**config.mk**
```make
export PLATFORM = sky130hd
export DESIGN_NAME = rename_map_table
export DESIGN_NICKNAME = d
export VERILOG_FILES = /design/src/rtl/rename_pkg.sv /design/src/rtl/rmt_restore_ctrl.sv /design/src/rtl/rename_map_table.sv
export SDC_FILE = /design/constraint.sdc
export NUM_CORES = 2
export LEC_CHECK = 0
export CAP_MARGIN = 25
export CELL_PAD_IN_SITES_DETAIL_PLACEMENT = 1
export CELL_PAD_IN_SITES_GLOBAL_PLACEMENT = 2
export CORE_MARGIN = 2
export CORE_UTILIZATION = 44
export CTS_CLUSTER_SIZE = 16
export DETAILED_ROUTE_END_ITERATION = 10
export PLACE_DENSITY_LB_ADDON = 0.3
export SYNTH_ARGS = -nofsm -noshare
export SYNTH_HDL_FRONTEND = slang
export SYNTH_SLANG_ARGS = --single-unit
```
**constraint.sdc**
```tcl
create_clock -name cpu_clk_i -period 4.3 [get_ports cpu_clk_i]
set_input_delay 0.86 -clock cpu_clk_i [delete_from_list [all_inputs] [get_ports cpu_clk_i]]
set_output_delay 0.86 -clock cpu_clk_i [all_outputs]
set_load 0.1 [all_outputs]
```
**src/rtl/rename_pkg.sv**
```systemverilog
// Shared types for the rename map: arch-reg index, default phys tag and the
// restore walk state encoding.
package rename_pkg;

  localparam int AREG_W     = 5;
  localparam int PHYS_W_DEF = 6;

  typedef logic [AREG_W-1:0]     areg_t;
  typedef logic [PHYS_W_DEF-1:0] ptag_t;

  typedef enum logic [0:0] {
    ST_IDLE    = 1'b0,
    ST_RESTORE = 1'b1
  } restore_state_e;

endpackage

```
**src/rtl/rmt_restore_ctrl.sv**
```systemverilog
// Restore walk controller: steps a group pointer across the map, RESTORE_W
// entries per cycle, while busy_o holds rename off.
module rmt_restore_ctrl
  import rename_pkg::*;
#(
  parameter int ARCH_REGS = 32,
  parameter int RESTORE_W = 4,
  parameter int PTR_W     = $clog2(ARCH_REGS)
) (
  input  logic             cpu_clk_i,
  input  logic             cpu_rst_ni,
  input  logic             flush_i,
  output logic             busy_o,
  output logic [PTR_W-1:0] ptr_o
);

  localparam logic [PTR_W-1:0] LAST_PTR = PTR_W'(ARCH_REGS - RESTORE_W);
  localparam logic [PTR_W-1:0] STEP     = PTR_W'(RESTORE_W);

  restore_state_e   state_q, state_d;
  logic [PTR_W-1:0] ptr_q, ptr_d;

  always_comb begin
    state_d = state_q;
    ptr_d   = ptr_q;
    case (state_q)
      ST_IDLE: begin
        if (flush_i) begin
          state_d = ST_RESTORE;
          ptr_d   = '0;
        end
      end
      ST_RESTORE: begin
        // A new flush restarts the walk from the first group.
        if (flush_i) begin
          ptr_d = '0;
        end else if (ptr_q == LAST_PTR) begin
          state_d = ST_IDLE;
          ptr_d   = '0;
        end else begin
          ptr_d = ptr_q + STEP;
        end
      end
      default: begin
        state_d = ST_IDLE;
        ptr_d   = '0;
      end
    endcase
  end

  always_ff @(posedge cpu_clk_i) begin
    if (!cpu_rst_ni) begin
      state_q <= ST_IDLE;
      ptr_q   <= '0;
    end else begin
      state_q <= state_d;
      ptr_q   <= ptr_d;
    end
  end

  assign busy_o = (state_q == ST_RESTORE);
  assign ptr_o  = ptr_q;

endmodule

```
**src/rtl/rename_map_table.sv**
```systemverilog
// Speculative and committed register rename maps with in-group bypass and
// a multi-cycle CMT->SMT restore after flush.
module rename_map_table
  import rename_pkg::*;
#(
  parameter int ARCH_REGS = 32,
  parameter int PHYS_W    = 6,
  parameter int RENAME_W  = 2,
  parameter int COMMIT_W  = 2,
  parameter int RESTORE_W = 4,
  parameter int X0_FIXED  = 1
) (
  input  logic                         cpu_clk_i,
  input  logic                         cpu_rst_ni,
  input  logic                         ren_valid_i,
  input  logic [RENAME_W*AREG_W-1:0]   rs1_i,
  input  logic [RENAME_W*AREG_W-1:0]   rs2_i,
  input  logic [RENAME_W*AREG_W-1:0]   rd_i,
  input  logic [RENAME_W-1:0]          rd_we_i,
  input  logic [RENAME_W*PHYS_W-1:0]   new_phys_i,
  output logic [RENAME_W*PHYS_W-1:0]   rs1_phys_o,
  output logic [RENAME_W*PHYS_W-1:0]   rs2_phys_o,
  output logic [RENAME_W*PHYS_W-1:0]   old_phys_o,
  input  logic [COMMIT_W-1:0]          cmt_we_i,
  input  logic [COMMIT_W*AREG_W-1:0]   cmt_arch_i,
  input  logic [COMMIT_W*PHYS_W-1:0]   cmt_phys_i,
  input  logic                         flush_i,
  output logic                         busy_o
);

  localparam int PTR_W = $clog2(ARCH_REGS);

  logic [PHYS_W-1:0] smt_q [ARCH_REGS];
  logic [PHYS_W-1:0] smt_d [ARCH_REGS];
  logic [PHYS_W-1:0] cmt_q [ARCH_REGS];
  logic [PHYS_W-1:0] cmt_d [ARCH_REGS];
  logic [PTR_W-1:0]  ptr;
  logic              busy;

  rmt_restore_ctrl #(
    .ARCH_REGS (ARCH_REGS),
    .RESTORE_W (RESTORE_W),
    .PTR_W     (PTR_W)
  ) u_restore_ctrl (
    .cpu_clk_i  (cpu_clk_i),
    .cpu_rst_ni (cpu_rst_ni),
    .flush_i    (flush_i),
    .busy_o     (busy),
    .ptr_o      (ptr)
  );

  assign busy_o = busy;

  function automatic logic is_x0(areg_t a);
    return (X0_FIXED != 0) && (a == '0);
  endfunction

  // Newest older-lane write to the same arch reg wins over the SMT entry.
  function automatic logic [PHYS_W-1:0] map_read(int lane, areg_t a);
    logic [PHYS_W-1:0] v;
    v = smt_q[a];
    for (int k = 0; k < RENAME_W; k++) begin
      if ((k < lane) && ren_valid_i && rd_we_i[k] &&
          (rd_i[k*AREG_W +: AREG_W] == a) && !is_x0(a)) begin
        v = new_phys_i[k*PHYS_W +: PHYS_W];
      end
    end
    if (is_x0(a)) begin
      v = '0;
    end
    return v;
  endfunction

  always_comb begin
    rs1_phys_o = '0;
    rs2_phys_o = '0;
    old_phys_o = '0;
    for (int j = 0; j < RENAME_W; j++) begin
      rs1_phys_o[j*PHYS_W +: PHYS_W] = map_read(j, rs1_i[j*AREG_W +: AREG_W]);
      rs2_phys_o[j*PHYS_W +: PHYS_W] = map_read(j, rs2_i[j*AREG_W +: AREG_W]);
      old_phys_o[j*PHYS_W +: PHYS_W] = map_read(j, rd_i[j*AREG_W +: AREG_W]);
    end
  end

  // Restore and rename writes never coincide: rename is blocked while busy.
  always_comb begin
    logic [PTR_W-1:0] idx;
    areg_t            a;
    smt_d = smt_q;
    idx   = '0;
    a     = '0;
    if (busy) begin
      for (int k = 0; k < RESTORE_W; k++) begin
        idx        = ptr + PTR_W'(k);
        smt_d[idx] = cmt_q[idx];
      end
    end else if (ren_valid_i && !flush_i) begin
      for (int j = 0; j < RENAME_W; j++) begin
        a = rd_i[j*AREG_W +: AREG_W];
        if (rd_we_i[j] && !is_x0(a)) begin
          smt_d[a] = new_phys_i[j*PHYS_W +: PHYS_W];
        end
      end
    end
  end

  always_comb begin
    areg_t a;
    cmt_d = cmt_q;
    a     = '0;
    for (int c = 0; c < COMMIT_W; c++) begin
      a = cmt_arch_i[c*AREG_W +: AREG_W];
      if (cmt_we_i[c] && !is_x0(a)) begin
        cmt_d[a] = cmt_phys_i[c*PHYS_W +: PHYS_W];
      end
    end
  end

  always_ff @(posedge cpu_clk_i) begin
    if (!cpu_rst_ni) begin
      for (int i = 0; i < ARCH_REGS; i++) begin
        smt_q[i] <= PHYS_W'(i);
        cmt_q[i] <= PHYS_W'(i);
      end
    end else begin
      smt_q <= smt_d;
      cmt_q <= cmt_d;
    end
  end

endmodule
```
==> results.json <==
{
  "status": "complete, no violations",
  "synth_top_cell_by_area": "dfxtp_1",
  "fin_crit_sh_pct": 98.17,
  "avgSynthCellArea_um2": 9.122,
  "tns_ps": 0,
  "grt_max_degree": 147,
  "core_mm2": 0.07296,
  "rows": 99,
  "cts_inserted_buffers": 49,
  "reg2regPathDepth": 4,
  "async_reset_ff_share_pct": 0,
  "hold_viol_final": 0,
  "worstHoldStart": "cmt_q[188]",
  "syn-num-nets": 3628,
  "post-route-util_pct": 50.57,
  "clockBufferDepth": 3,
  "post-cts-setup-buffers": 0,
  "clkLatencyLatePin_ps": 660,
  "max_slew_margin_pct": 22.13,
  "antenna_found_initial": 28,
  "worstSetupStartpointType": "input pin",
  "yosys-top-cells-area": "dfxtp_1 24%, mux4_2 21%, mux2i_1 12%",
  "synth_warnings": 0,
  "first_pass_iters": 6,
  "routabilityCongestion": 1.077,
  "yosysUniqueCellTypes": 60,
  "critPathRequiredTime_ps": 3440,
  "cts-root-buf": "clkbuf_16",
  "post-synth-top-area-fraction_pct": 23.96,
  "rrSetupSlack_ps": 1080,
  "ys_seq_area_share_pct": 23.96,
  "whs_endpoint": "cmt_q[188]",
  "regArea_mm2": 0.007774,
  "dp_cells": 4437,
  "wire_per_inst_um": 38.52,
  "slew_viol_final": 0,
  "ys.flop_type": "dfxtp_1",
  "holdPathStages": 1,
  "nFillCells": 8105,
  "drc": 0,
  "drv_cap": 0,
  "synth_seq_cells": 388,
  "rsz0062_at_grt": "no",
  "grtUsageTotal_pct": 45.25,
  "die_h_um": 275.4,
  "area_delta_synth_final_pct": 13.79,
  "ir_drop_v": 0.0003096,
  "antenna_left": 0,
  "p_per_area_mw_per_mm2": 295.9,
  "cts_tree": "yes",
  "setup_viol": 0,
  "worstSetupPathType": "in2out",
  "fp.dieW_um": 275.4,
  "gr-total-overflow": 0,
  "reg2reg_from": "u_restore_ctrl.ptr_o[3]",
  "routed-via-count": 33870,
  "synth_cells": 3554,
  "fin_cells": 4529,
  "hpwlAfterDp_mm": 124.5,
  "netlist_area_mm2": 0.03242,
  "drt-vias-per-instance": 7.478,
  "path_max_fanout": 22,
  "drt_iter0_drc": 4924,
  "start_util_pct": 44.44,
  "multi_input_area_mm2": 0.02307,
  "end_kind": "output port",
  "io_buffers": 108,
  "fmax_mhz": 236.9,
  "cts_htree_levels": 2,
  "drive_gt1_share_pct": 21.00,
  "finalNetCount": 3604,
  "cts_sinks": 388,
  "synth_enable_flop_cells": 0,
  "grt_pass1_vias": 33530,
  "wl_mm": 174.5,
  "p_leak_nw": 14.64,
  "grt_pass1_wl_mm": 247.0,
  "clkSlewWorstSetupHoldPaths_ps": 50,
  "worstPathArrival_ps": 3360,
  "tightest_slew_ps": 1144,
  "fin_crit_ps": 4221,
  "pin_count": 109,
  "skew_ps": 45.98,
  "die_area_mm2": 0.07587,
  "hold_class": "reg2reg",
  "reg2reg_to": "smt_q[55]"
}
## critical path, stage by stage
cell	delay, ps
buf_2	590
nand2b_1	440
o21ai_0	460
o22ai_1	280
or3_1	400
nand3_1	140
buf_12	190
## worst max-delay path by stage
stage	startpoint	to	slack, ps	cells after the start
after detailed placement	rs2_i[5]	rs2_phys_o[10]	70	7
after floorplan	rs1_i[7]	rs1_phys_o[10]	80	8
final	rs2_i[6]	rs2_phys_o[11]	80	7
after global routing	rs1_i[7]	rs1_phys_o[9]	30	8
after CTS	rs2_i[5]	rs2_phys_o[10]	60	7
after global placement	rs1_i[7]	rs1_phys_o[10]	40	8
## repair_timing
| item | 4_1_cts | 5_1_grt |
|---|---|---|
| hold buffers | 0 | 0 |
| gates resized for setup | 0 | 5 |
| setup endpoints to repair | 0 | 8 |
## layer usage
| metal | vias up | track usage [%] | wire [um] |
|---|---|---|---|
| li1 | 13520 | - | - |
| met1 | 17210 | 59.03 | 66280 |
| met2 | 2515 | 65.55 | 73350 |
| met3 | 604 | 15.83 | 23340 |
| met4 | 28 | 24.07 | 11220 |
| met5 | - | 1.003 | 266 |
## synthesized netlist by cell type (68+ instances only)
cell and n:
o211a_1 109, nor2_1 199, o211ai_1 105, mux2i_1 391
mux4_2 303, dfxtp_1 388, o2111ai_1 80, a22oi_1 81
nand2_1 609, o21ai_0 145, buf_2 68, a21boi_0 77
clkbuf_1 283, nand3_1 210
## stage by stage
stage          hold slack, ps  area [um^2]  worst slack [ps]  power (mW)
2_1_floorplan           424.9        32470             77.56       5.407
3_3_place_gp            437.9        35170             38.13       6.438
3_5_place_dp            446.6        35170             67.56       6.487
4_1_cts                 464.8        36840             62.35       10.80
5_1_grt                 474.3        36880             33.07       11.11
6_report                457.5        36890             78.60       10.92
## power by group
part	switching (mW)	leakage (nW)	internal [mW]
sequential	0.253	3.15	3.69
clock	1.87	0.817	2.52
combinational	1.65	10.7	0.939
## layout make-up
cell class / instances / share of cell area [%]
sequential: 388 / 21.07
clock inverter: 14 / 0.6003
tap: 959 / 3.253
antenna: 4 / 0.02713
inverter: 12 / 0.1221
clock buffer: 73 / 3.921
multi-input combinational: 2760 / 62.53
timing repair buffer: 319 / 8.476
## sequential cells by signal, summed over array words and instances, names as in the netlist
name and count:
u_restore_ctrl.ptr_o 3, u_restore_ctrl.busy_o 1, cmt_q 192, smt_q 192
## cell usage in the layout, fill, tap and decap left out, types with 8 or more instances in the layout
master           count
nand3_1            210
mux2_2              32
and2_1               8
mux4_2             303
clkbuf_8            13
o21a_1              30
nor2b_1             10
o221ai_1            27
o22ai_1             26
nor3_2               9
mux2i_4              8
a21boi_0            77
clkbuf_1            11
nor2_1             199
dfxtp_1            385
and3_1               8
o211ai_1           105
or3_1                9
o21ai_0            140
a22oi_1             80
nand2_1            608
nand2b_1            20
buf_2               13
nand4_1             12
clkdlybuf4s50_1     51
buf_12              48
nor3b_1              9
a211oi_1            32
o2111ai_1           80
inv_1               12
a211o_1             57
a21oi_1             45
mux2i_1            386
buf_4              203
clkbuf_16           49
nor2_2              17
o211a_1            109
## cells by family after synthesis
kind of cell	Yosys count	synth area share, %
xor+xnor	14	0.3782
buf+inv	406	5.488
simple gates	1164	15.72
compound gates	843	19.45
fa+ha+maj	2	0.07717
flops	388	23.96
mux	737	34.93
Note: power is estimated with default switching activity, not from simulation.
